File: src/rtl/uart_rx.sv
// rtl/uart_rx.sv - 8N1-style UART receiver with synchroniser, mid-bit sampling and valid/ack handshake
module uart_rx #(
    parameter int ClockFrequency = 1000000,
    parameter int BaudRate       = 9600,
    parameter int NrOfDataBits   = 8
) (
    input  logic                    clock,
    input  logic                    reset,
    input  logic                    rx,
    input  logic                    dataAck,
    output logic [NrOfDataBits-1:0] dataOut,
    output logic                    dataValid,
    output logic                    frameError,
    output logic                    overrunError,
    output logic                    busy
);

    localparam int BitTicks  = ClockFrequency / BaudRate;
    localparam int HalfTicks = BitTicks / 2;
    localparam int CntW      = $clog2(BitTicks) + 1;
    localparam int BitCntW   = (NrOfDataBits < 2) ? 1 : $clog2(NrOfDataBits + 1);

    localparam logic [CntW-1:0]    HalfLast = CntW'(HalfTicks - 1);
    localparam logic [CntW-1:0]    BitLast  = CntW'(BitTicks - 1);
    localparam logic [BitCntW-1:0] BitsLast = BitCntW'(NrOfDataBits - 1);

    typedef enum logic [2:0] {
        ST_IDLE,
        ST_START,
        ST_DATA,
        ST_STOP,
        ST_BREAK
    } state_t;

    state_t                  state_q, state_d;
    logic                    sync1_q, sync2_q;
    logic [CntW-1:0]         cnt_q, cnt_d;
    logic [BitCntW-1:0]      bits_q, bits_d;
    logic [NrOfDataBits-1:0] shift_q, shift_d;
    logic [NrOfDataBits-1:0] data_q, data_d;
    logic                    valid_q, valid_d;
    logic                    ferr_q, ferr_d;
    logic                    ovr_q, ovr_d;
    logic                    byte_done;
    logic [NrOfDataBits:0]   shift_ext;

    // LSB arrives first, so each new sample enters at the top and moves down.
    assign shift_ext = {sync2_q, shift_q};

    always_ff @(posedge clock) begin
        if (reset) begin
            sync1_q <= 1'b1;
            sync2_q <= 1'b1;
            state_q <= ST_IDLE;
            cnt_q   <= '0;
            bits_q  <= '0;
            shift_q <= '0;
            data_q  <= '0;
            valid_q <= 1'b0;
            ferr_q  <= 1'b0;
            ovr_q   <= 1'b0;
        end else begin
            sync1_q <= rx;
            sync2_q <= sync1_q;
            state_q <= state_d;
            cnt_q   <= cnt_d;
            bits_q  <= bits_d;
            shift_q <= shift_d;
            data_q  <= data_d;
            valid_q <= valid_d;
            ferr_q  <= ferr_d;
            ovr_q   <= ovr_d;
        end
    end

    always_comb begin
        state_d   = state_q;
        cnt_d     = cnt_q + CntW'(1);
        bits_d    = bits_q;
        shift_d   = shift_q;
        data_d    = data_q;
        valid_d   = valid_q;
        ferr_d    = 1'b0;
        ovr_d     = 1'b0;
        byte_done = 1'b0;

        if (dataAck && valid_q) begin
            valid_d = 1'b0;
        end

        case (state_q)
            ST_IDLE: begin
                cnt_d = '0;
                if (!sync2_q) begin
                    state_d = ST_START;
                end
            end
            ST_START: begin
                if (cnt_q == HalfLast) begin
                    cnt_d   = '0;
                    bits_d  = '0;
                    state_d = sync2_q ? ST_IDLE : ST_DATA;
                end
            end
            ST_DATA: begin
                if (cnt_q == BitLast) begin
                    cnt_d   = '0;
                    shift_d = shift_ext[NrOfDataBits:1];
                    if (bits_q == BitsLast) begin
                        state_d = ST_STOP;
                    end else begin
                        bits_d = bits_q + BitCntW'(1);
                    end
                end
            end
            ST_STOP: begin
                if (cnt_q == BitLast) begin
                    cnt_d = '0;
                    if (sync2_q) begin
                        byte_done = 1'b1;
                        state_d   = ST_IDLE;
                    end else begin
                        ferr_d  = 1'b1;
                        state_d = ST_BREAK;
                    end
                end
            end
            ST_BREAK: begin
                // A held-low line must return high before another start bit counts.
                cnt_d = '0;
                if (sync2_q) begin
                    state_d = ST_IDLE;
                end
            end
            default: begin
                cnt_d   = '0;
                state_d = ST_IDLE;
            end
        endcase

        if (byte_done) begin
            data_d  = shift_q;
            valid_d = 1'b1;
            ovr_d   = valid_q && !dataAck;
        end
    end

    assign dataOut      = data_q;
    assign dataValid    = valid_q;
    assign frameError   = ferr_q;
    assign overrunError = ovr_q;
    assign busy         = (state_q != ST_IDLE);

endmodule

File: config.mk
export PLATFORM = sky130hd
export DESIGN_NAME = uart_rx
export DESIGN_NICKNAME = d
export VERILOG_FILES = /design/src/rtl/uart_rx.sv
export SDC_FILE = /design/constraint.sdc
export NUM_CORES = 1
export LEC_CHECK = 0
export ABC_CLOCK_PERIOD_IN_PS = 3700
export CAP_MARGIN = 20
export CORE_ASPECT_RATIO = 0.6
export CORE_MARGIN = 5
export CORE_UTILIZATION = 39
export CTS_CLUSTER_SIZE = 12
export DETAILED_ROUTE_END_ITERATION = 8
export GPL_TIMING_DRIVEN = 0
export SETUP_SLACK_MARGIN = 0.3
export SYNTH_ARGS = -nofsm -noshare
export SYNTH_HDL_FRONTEND = slang
export SYNTH_SLANG_ARGS = --single-unit
export TNS_END_PERCENT = 10
File: constraint.sdc
create_clock -name clock -period 3.7 [get_ports clock]
set_clock_uncertainty 0.1 [all_clocks]
set_input_delay 0.74 -clock clock [delete_from_list [all_inputs] [get_ports clock]]
set_output_delay 0.74 -clock clock [all_outputs]
set_load 0.01 [all_outputs]
==> summary.txt <==
STA
  • Hold Vio Cnt, Final: 0
  • Setup violators final: 0
  • Slew headroom: between 60 and 70%
  • RSZ-0062 raised after global routing: no
  • Slew Limit Fails: 0
  • Peak Freq: between 300 and 400 MHz
  • Crit share post-route: a little over two thirds
  • TNS Setup: 0 ps
  • Worst slew pin tran: 553 ps
  • Minimum clock period after layout: between 2000 and 3000 ps

Power
  • Peak supply drop: between 0.15 and 0.2 mV
  • Reg power frac: 52.5%
  • LEAKAGE: about 0.71 nW
  • P_sw: between 150 and 200 µW
  • Int Power: roughly 580 µW
  • Clock share of power: approximately 38%
  • Net Sw Frac: 24.2%
  • Gate power share: a little under a tenth
  • Pwr/cell area: 416 mW/mm²
  • Tot Pwr: roughly 760 µW

Setup path
  • Startpoint Class: flip-flop
  • Worst path bufs/invs: 2
  • Cells along the critical path: clkbuf_1 -> or3_1 -> clkdlybuf4s50_1
  • Crit path DAT: between 1500 and 2000 ps
  • Critical path fanouts, max: 10
  • Family with the most delay on the worst path: buffers and inverters
  • Critical path class: reg2out
  • CP Capture Type: output pin
  • Worst path max stage delay: roughly 500 ps
  • Worst Path Required: approximately 2900 ps
  • Slowest library cell on the worst path: clkdlybuf4s50_1

Detailed routing
  • Remaining antenna violation count: 0
  • DRT Wirelength: approximately 3.2 mm
  • Avg Vias per Cell: 5.37
  • First-pass detailed-route iteration total: 4
  • DRC: 0
  • Vias: 1261
  • WL/cell: 13.4 µm
  • Initial DRC count: 67

Die
  • Std-Cell Rows: 17
  • Die H: just under 60 µm
  • Initial Utilization: 41.0%
  • Chip width: 91.0 µm
  • Die Footprint: between 0.005 and 0.006 mm²
  • Core ar.: 0.00374 mm²
  • # IOs: 16

Status
  • Run status: finished, final reports clean

Clock tree
  • Clock buffer depth: 2
  • Post-cts resize count: 0
  • Clk Latency, worst-skew pair: ~290 ps
  • Reg clk slew, reported paths: around 70 ps
  • Htree depth: 2
  • CTS buffer count: 5
  • Root buffer cell: clkbuf_8
  • CTS Sinks: 36
  • Setup Buffers After CTS: 0
  • Hold Buf Count CTS: 0
  • CTS tree: done

Cells and area
  • Area taken by multi-input logic gates: roughly 760 µm²
  • Final net count: approximately 190
  • Ant. Diodes: 0
  • Sequential Area: between 700 and 800 µm²
  • Fill count: between 300 and 400
  • Share of cells above drive strength 1: 7.98%
  • Area Overhead vs Synth: 19.7%

Synthesis
  • Post-Syn Area: between 0.0015 and 0.002 mm²
  • Post-Synth XOR/XNOR Area: approximately 2.9%
  • Yosys cell types: 37
  • Post-synthesis adder-cell area fraction: 1.63%
  • Post-synth EDFFs: 0
  • Fraction of registers with async set/reset: 0%
  • Largest family of logic cells by synthesized area: simple AND/OR/NAND/NOR gates
  • Post-Synth Simple-Gate Area: between 20 and 25%
  • Synth Register Bits: 36
  • Ys Warns: 0
  • Post-synthesis sequential area ratio: between 40% and 50%
  • Multiplexer share of the synthesized area: approximately 11%
  • Compound-cell area share of the yosys netlist: just under 10%
  • Syn Nets: roughly 170
  • Mean post-synth cell area: about 9.3 µm²
  • Gate Count Post-Synth: roughly 170
  • Top FF cell, synth: dfxtp_1

Place
  • Placed wire-length estimate: approximately 2.2 mm
  • I/O Buffers: 15
  • Routability cong.: between 0.8 and 0.9

Global route
  • Grt total ovfl: 0
  • Pin count of the biggest net entering global routing: 12
  • First-pass GRT wire length: ~5.6 mm
  • All-layer global routing usage: 13.3%
  • Antenna violations before repair: 0
  • Vias in the first global route: about 1100

Worst hold path
  • Worst min path class: reg2reg

Run
  • Max cap viols: 0
final timing paths:
| check | startpoint | end | slack, ps | cells after the start |
|---|---|---|---|---|
| worst max-delay path | state_q[2] | busy | 1120 | 3 |
| worst min-delay path | sync1_q | sync2_q | 320 | 1 |
| worst max register to register | cnt_q[0] | bits_q[3] | 1550 | 6 |
| worst min register to register | sync1_q | sync2_q | 320 | 1 |
metrics by stage:
stage	setup slack [ps]	cell area [µm²]	cells	utilization [%]	hold WS, ps
floorplan	1830	1540	165	-	289
global placement	1290	1750	227	46.6	293
detailed placement	1260	1750	227	46.6	299
CTS	1100	1840	235	49.1	316
global route	992	1840	235	49.1	340
finish	1120	1840	235	49.1	319
logic make-up after synthesis:
group,Yosys count
adders and majority gates,2
DFF,36
buffers and inverters,13
xor gates and xnor gates,5
muxes,17
AOI/OAI and AO/OA,23
and+or+nand+nor,69
sequential cells by signal, summed over array words and instances (netlist names):
| name | cells |
|---|---|
| dataValid | 1 |
| sync1_q | 1 |
| overrunError | 1 |
| sync2_q | 1 |
| shift_q | 8 |
| dataOut | 8 |
| state_q | 3 |
| frameError | 1 |
| bits_q | 4 |
| cnt_q | 8 |
synth_stat cells (2+ instances only):
cell type,instances,share of area (%)
or3_1,2,0.81
dfxtp_1,36,47
nor2b_1,2,0.81
ha_1,2,1.6
nand2_1,2,0.49
a21oi_1,6,2.0
o21ai_0,5,1.6
nor3_1,3,0.98
and4b_1,2,1.3
mux2i_1,16,10
a31oi_1,4,1.6
inv_1,3,0.73
or3b_1,2,1.1
and3_1,4,1.6
nor3b_1,3,1.5
clkbuf_1,5,1.2
buf_2,4,1.3
nand3_1,9,2.9
xor2_1,5,2.9
or2_2,2,0.81
nand3b_1,2,0.98
a32oi_1,2,1.1
nor2_1,30,7.3
power by group through the flow:
stage	combinational, mW	clock [mW]	sequential (mW)
2_1_floorplan	0.0516	0	0.408
3_3_place_gp	0.0715	0	0.410
5_1_grt	0.0824	0.312	0.403
4_1_cts	0.0725	0.299	0.402
6_report	0.0729	0.290	0.402
3_5_place_dp	0.0718	0	0.411
final cells by class:
cell class	count	area share, %
Timing Repair Buffer	15	8.16
Multi-Input combinational cell	116	41.4
Clock inverter	1	0.408
Buffer	10	2.31
Clock buffer	7	4.69
Sequential cell	36	39.2
Tap cell	47	3.20
Inverter	3	0.612
cell usage in the layout (no fill, tap or decap), types with 2 or more instances in the layout:
cell type and count:
dfxtp_1 36, nor2_1 30, mux2i_1 16, clkdlybuf4s50_1 15, nand3_1 9, clkbuf_1 6
a21oi_1 6, clkbuf_8 6, xor2_1 5, o21ai_0 5, buf_2 4, and3_1 4
a31oi_1 4, nor3b_1 3, inv_1 3, nor3_1 3, or3_1 2, and4b_1 2
or3b_1 2, nand2_1 2, or2_2 2, nand3b_1 2, a32oi_1 2, nor2b_1 2
ha_1 2
layer usage:
layer,GRT usage (%),wire length [µm],vias to the layer above
met4,5.65,44,0
met2,17.8,1240,49
met5,0,0,-
li1,-,-,629
met3,5.11,265,7
met1,18.8,1600,576
(Power assumes the default switching activity.)
